File: src/rtl/sweep_pkg.sv
// Shared types, constants and the MISR update function for the sweep blocks.
package sweep_pkg;

  typedef enum logic [1:0] {
    IDLE   = 2'd0,
    DRIVE  = 2'd1,
    SAMPLE = 2'd2,
    DONE   = 2'd3
  } state_t;

  localparam int unsigned MISR_W       = 16;
  localparam logic [15:0] DEFAULT_POLY = 16'h002D;
  localparam logic [15:0] DEFAULT_SEED = 16'hFFFF;

  // One MISR shift: shift left, fold in poly on carry-out, xor the new data.
  function automatic logic [MISR_W-1:0] misr_step(
    input logic [MISR_W-1:0] sig,
    input logic [MISR_W-1:0] data,
    input logic [MISR_W-1:0] poly
  );
    logic [MISR_W-1:0] nxt;
    nxt = {sig[MISR_W-2:0], 1'b0};
    if (sig[MISR_W-1]) begin
      nxt = nxt ^ poly;
    end
    return nxt ^ data;
  endfunction

endpackage

File: src/rtl/misr16.sv
// 16-bit signature register: reset/load to SEED, step folds in one data word.
module misr16
  import sweep_pkg::*;
#(
  parameter logic [MISR_W-1:0] SEED = DEFAULT_SEED,
  parameter logic [MISR_W-1:0] POLY = DEFAULT_POLY
) (
  input  logic              clk,
  input  logic              rst,
  input  logic              load,
  input  logic              step,
  input  logic [MISR_W-1:0] data,
  output logic [MISR_W-1:0] sig
);

  // Signature register; load has priority over step.
  always_ff @(posedge clk) begin
    if (rst) begin
      sig <= SEED;
    end else if (load) begin
      sig <= SEED;
    end else if (step) begin
      sig <= misr_step(sig, data, POLY);
    end
  end

endmodule

File: src/rtl/circuit_sweep.sv
// Exhaustive input sweep of a combinational block with MISR response compaction.
// Every vector is held SETTLE cycles, then sampled for one cycle; results are
// held behind a valid/ready handshake until the next accepted start.
module circuit_sweep
  import sweep_pkg::*;
#(
  parameter int unsigned       N_IN   = 5,
  parameter int unsigned       N_OUT  = 5,
  parameter int unsigned       SETTLE = 1,
  parameter logic [MISR_W-1:0] SEED   = DEFAULT_SEED,
  parameter logic [MISR_W-1:0] POLY   = DEFAULT_POLY
) (
  input  logic              clk,
  input  logic              rst,
  input  logic              start,
  output logic              busy,
  output logic [N_IN-1:0]   dut_in,
  input  logic [N_OUT-1:0]  dut_out,
  output logic              res_valid,
  input  logic              res_ready,
  output logic [MISR_W-1:0] signature,
  output logic [N_IN:0]     hit_count
);

  localparam int unsigned     CNT_W    = (SETTLE > 1) ? $clog2(SETTLE) : 1;
  localparam logic [CNT_W-1:0] CNT_LAST = CNT_W'(SETTLE - 1);
  localparam logic [N_IN-1:0]  IDX_LAST = '1;

  state_t            state;
  state_t            next_state;
  logic [N_IN-1:0]   idx;
  logic [N_IN-1:0]   idx_d;
  logic [CNT_W-1:0]  cnt;
  logic [CNT_W-1:0]  cnt_d;
  logic [N_IN-1:0]   dut_in_d;
  logic              busy_d;
  logic              res_valid_d;
  logic [N_IN:0]     hit_count_d;
  logic              sig_load;
  logic              sig_step;
  logic [MISR_W-1:0] sig_data;

  assign sig_data = MISR_W'(dut_out);

  // State, counters and registered outputs.
  always_ff @(posedge clk) begin
    if (rst) begin
      state     <= IDLE;
      idx       <= '0;
      cnt       <= '0;
      dut_in    <= '0;
      busy      <= 1'b0;
      res_valid <= 1'b0;
      hit_count <= '0;
    end else begin
      state     <= next_state;
      idx       <= idx_d;
      cnt       <= cnt_d;
      dut_in    <= dut_in_d;
      busy      <= busy_d;
      res_valid <= res_valid_d;
      hit_count <= hit_count_d;
    end
  end

  // Next-state, counter and output decode.
  always_comb begin
    next_state  = state;
    idx_d       = idx;
    cnt_d       = cnt;
    dut_in_d    = dut_in;
    busy_d      = 1'b0;
    res_valid_d = 1'b0;
    hit_count_d = hit_count;
    sig_load    = 1'b0;
    sig_step    = 1'b0;

    case (state)
      IDLE: begin
        dut_in_d = '0;
        if (start) begin
          next_state  = DRIVE;
          idx_d       = '0;
          cnt_d       = '0;
          hit_count_d = '0;
          sig_load    = 1'b1;
        end
      end

      DRIVE: begin
        dut_in_d = idx;
        busy_d   = 1'b1;
        if (cnt == CNT_LAST) begin
          next_state = SAMPLE;
        end else begin
          cnt_d = cnt + 1'b1;
        end
      end

      SAMPLE: begin
        dut_in_d = idx;
        busy_d   = 1'b1;
        sig_step = 1'b1;
        if (dut_out != '0) begin
          hit_count_d = hit_count + 1'b1;
        end
        // Last-vector compare ends the sweep so idx never wraps.
        if (idx == IDX_LAST) begin
          next_state = DONE;
        end else begin
          idx_d      = idx + 1'b1;
          cnt_d      = '0;
          next_state = DRIVE;
        end
      end

      DONE: begin
        res_valid_d = 1'b1;
        if (res_valid && res_ready) begin
          next_state  = IDLE;
          res_valid_d = 1'b0;
        end
      end

      default: begin
        next_state = IDLE;
      end
    endcase
  end

  misr16 #(
    .SEED (SEED),
    .POLY (POLY)
  ) u_misr (
    .clk  (clk),
    .rst  (rst),
    .load (sig_load),
    .step (sig_step),
    .data (sig_data),
    .sig  (signature)
  );

endmodule

File: config.mk
export PLATFORM = sky130hd
export DESIGN_NAME = circuit_sweep
export DESIGN_NICKNAME = d
export VERILOG_FILES = /design/src/rtl/sweep_pkg.sv /design/src/rtl/misr16.sv /design/src/rtl/circuit_sweep.sv
export SDC_FILE = /design/constraint.sdc
export NUM_CORES = 1
export LEC_CHECK = 0
export CAP_MARGIN = 20
export CORE_MARGIN = 1.5
export CORE_UTILIZATION = 59
export DETAILED_ROUTE_END_ITERATION = 6
export DONT_BUFFER_PORTS = 1
export GPL_TIMING_DRIVEN = 1
export PLACE_DENSITY_LB_ADDON = 0.08
export SLEW_MARGIN = 0
export SYNTH_ARGS = -nofsm -noshare
export SYNTH_HDL_FRONTEND = slang
export SYNTH_HIERARCHICAL = 1
export SYNTH_SLANG_ARGS = --single-unit
File: constraint.sdc
create_clock -name clk -period 2.5 [get_ports clk]
set_input_delay 0.25 -clock clk [delete_from_list [all_inputs] [get_ports clk]]
set_output_delay 0.25 -clock clk [all_outputs]
set_load 0.05 [all_outputs]
==> flow_metrics.env <==
export IMPL_final_cell_mix="36 x dfxtp_1, 21 x nor2_1, 16 x nand2b_1, 15 x xnor2_1, 13 x o211ai_1"
export IMPL_synth_cell_types=38
export IMPL_io_pins=38
export IMPL_cts_sinks=36
export IMPL_critPathKind="reg2reg"
export IMPL_drv_slew=0
export IMPL_p_total_uw=1800
export IMPL_dp_slack_ns=0.460
export IMPL_max_vdd_ir_drop_mv=0.569
export IMPL_synth_main_ff_cell="dfxtp_1"
export IMPL_core_area_mm2=0.00283
export IMPL_clk_pin_slew_ns=0.10
export IMPL_clk_latency_ns=0.34
export IMPL_use_met3_pct=9.15
export IMPL_clockRootBuffer="clkbuf_4"
export IMPL_cap_violations=0
export IMPL_whs_endpoint="hit_count[2]$_SDFFE_PP0P_"
export IMPL_synth_edf_count=0
export IMPL_rows=19
export IMPL_vias=1317
export IMPL_fill_cells=241
export IMPL_seq_area_frac_synth_pct=40.0
export IMPL_gp_congestion=0.892
export IMPL_slew_headroom_pct=56.2
export IMPL_worstHoldStart="rst"
export IMPL_numCtsBuffers=5
export IMPL_r2r_start="idx[0]$_SDFFE_PP0P_"
export IMPL_antennaDiodeCount=0
export IMPL_post_cts_buffers=0
export IMPL_cp_data_arrival_time_ns=2.29
export IMPL_start_util_pct=63.6
export IMPL_io_buffers=0
export IMPL_grt_met1_usage_pct=24.2
export IMPL_rsz0062_at_grt="false"
export IMPL_die_h_um=58.2
export IMPL_grt_pass1_vias=1253
export IMPL_multi_input_area_mm2=0.00105
export IMPL_worst_hold_path_num_cells=1
export IMPL_final_layout_size_suffix_gt1_share_pct=10.2
export IMPL_setup_violations_final=0
export IMPL_cp_required_ns=2.72
export IMPL_ys_warn_count=6
export IMPL_area_delta_synth_final_pct=8.06
export IMPL_register_area_um2=721
export IMPL_syn_area_mm2=0.00180
export IMPL_violations="DRC"
export IMPL_num_nets_final=220
export IMPL_ctsResizeCount=0
export IMPL_die_x_um=58.2
export IMPL_ff2ff_setup_slack_ns=0.43
export IMPL_hold_class="in2reg"
export IMPL_grt_pass1_wl_um=5500
export IMPL_drc_errors=6
export IMPL_finClkSkew_ns=0.00552
export IMPL_layout_commonest_cell="dfxtp_1"
export IMPL_grt_use_met2_pct=35.9
export IMPL_timing_rr_end="idx[1]$_SDFFE_PP0P_"
export IMPL_dieArea_mm2=0.00339
export IMPL_syn_area_per_cell_um2=9.53
export IMPL_busiest_layer="met2"
export IMPL_drtIter0Drc=69
export IMPL_postRouteAntennaNets=0
export IMPL_place_hpwl_um=2340
export IMPL_dr_pass1_iters=6
export IMPL_min_period_over_period_pct=83.0
export IMPL_r2r_cells=7
export IMPL_synthArstFlopShare_pct=0
export IMPL_power_leakage_uw=0.000819
export IMPL_wl_per_cell_um=14.1
export IMPL_ys_ff_latch=36
export IMPL_status="complete, but fails checks"
export IMPL_h_tree_depth=2
export IMPL_grt_total_usage_pct=21.6
export IMPL_endpoint_kind="flip-flop"
export IMPL_worst_pin_slew_ns=0.656
export IMPL_hold_viol=0
export IMPL_tns_ns=0
export IMPL_wl_um=3330
export IMPL_cts_tree="built"
export IMPL_fmax_ghz=0.482
export IMPL_finalWorstSetupSlack_ns=0.425
export IMPL_avgViaCountPerCell=5.58
export IMPL_final_util_pct=68.8
export IMPL_antenna_found_initial=0
export IMPL_clockBufferDepth=2
export IMPL_synthCells=189
export IMPL_cp_start_kind="flip-flop"
export IMPL_overflow=0
export IMPL_fin_crit_ns=2.07
export IMPL_grt_max_degree=18
export IMPL_power_density_mw_per_mm2=926
export IMPL_cp_max_fo=5
cell type report:
class                      instances  area share (%)
tap                               31            1.99
inverter                           9            1.74
clock buffer                       8            3.02
timing repair buffer               5            2.19
sequential                        36            37.0
multi-input combinational        147            54.0
logic make-up (layout without fill, tap and decap cells):
kind of cell / count (synthesis) / count (layout) / share of synthesized area (%)
simple gates: 69 / 69 / 20.0
compound gates: 38 / 38 / 17.9
xor+xnor: 18 / 18 / 11.0
mux: 4 / 4 / 2.29
fa+ha+maj: 7 / 7 / 4.86
other cells: 1 / 11 / 0.208
buf+inv: 16 / 22 / 3.68
flops: 36 / 36 / 40.0
how the worst max path moves through the flow:
stage	startpoint	to	slack [ns]	depth (start not counted)
3_3_place_gp	idx[0]$_SDFFE_PP0P_	idx[1]$_SDFFE_PP0P_	0.50	7
5_1_grt	idx[0]$_SDFFE_PP0P_	idx[1]$_SDFFE_PP0P_	0.26	7
3_5_place_dp	idx[0]$_SDFFE_PP0P_	idx[1]$_SDFFE_PP0P_	0.46	7
6_report	idx[0]$_SDFFE_PP0P_	idx[1]$_SDFFE_PP0P_	0.43	7
2_1_floorplan	idx[0]$_SDFFE_PP0P_	idx[0]$_SDFFE_PP0P_	0.68	7
4_1_cts	idx[0]$_SDFFE_PP0P_	idx[1]$_SDFFE_PP0P_	0.41	7
flip-flops by register name, indices dropped and copies added (netlist names):
register / cells
busy: 1
hit_count: 6
idx: 5
state: 2
u_misr/sig: 16
res_valid: 1
dut_in: 5
through the flow:
step,cells,area (um^2),hold WS [ns]
after detailed placement,226,1870,0.327
after CTS,235,1940,0.00233
after global placement,226,1870,0.325
final,236,1950,0.0168
after global routing,236,1950,0.00308
after floorplan,199,1840,0.428
critical path: stages (launching register included):
cell	delay, ns
dfxtp_1	0.36
ha_1	0.22
and3_1	0.19
ha_1	0.18
and2_1	0.18
nor3_1	0.48
mux2i_1	0.27
nor2_1	0.05
synth_stat cells, types with 2 or more instances:
cell	instances	area, um^2
and3_1	2	12.5
nor2b_1	2	12.5
o211ai_2	3	37.5
nand3_1	4	20.0
clkbuf_1	3	11.3
and2_1	3	18.8
o32ai_2	4	65.1
dfxtp_1	36	721
or3_1	3	18.8
buf_2	2	10.0
nand2b_1	16	100
xnor2_1	15	131
a21oi_1	12	60.1
nor2_1	21	78.8
nand2_1	10	37.5
mux2i_1	3	30.0
inv_1	9	33.8
ha_1	7	87.6
xnor3_1	3	67.6
o211ai_1	13	97.6
per-layer routing:
metal,up-vias,share of wire [%]
met5,-,0
met4,0,1.8
met3,6,6.0
met2,33,50
met1,605,42
li1,673,-
what timing repair did:
item / in CTS / in global routing
hold endpoints to repair: 14 / 1
setup endpoints to repair: 0 / 0
hold buffers: 1 / 1
power breakdown:
| group | switching (uW) | leakage, uW | internal, uW |
|---|---|---|---|
| Sequential | 272 | 0.000292 | 646 |
| Combinational | 307 | 0.000495 | 254 |
| Clock | 185 | 0.0000326 | 139 |
(Power assumes the default switching activity.)
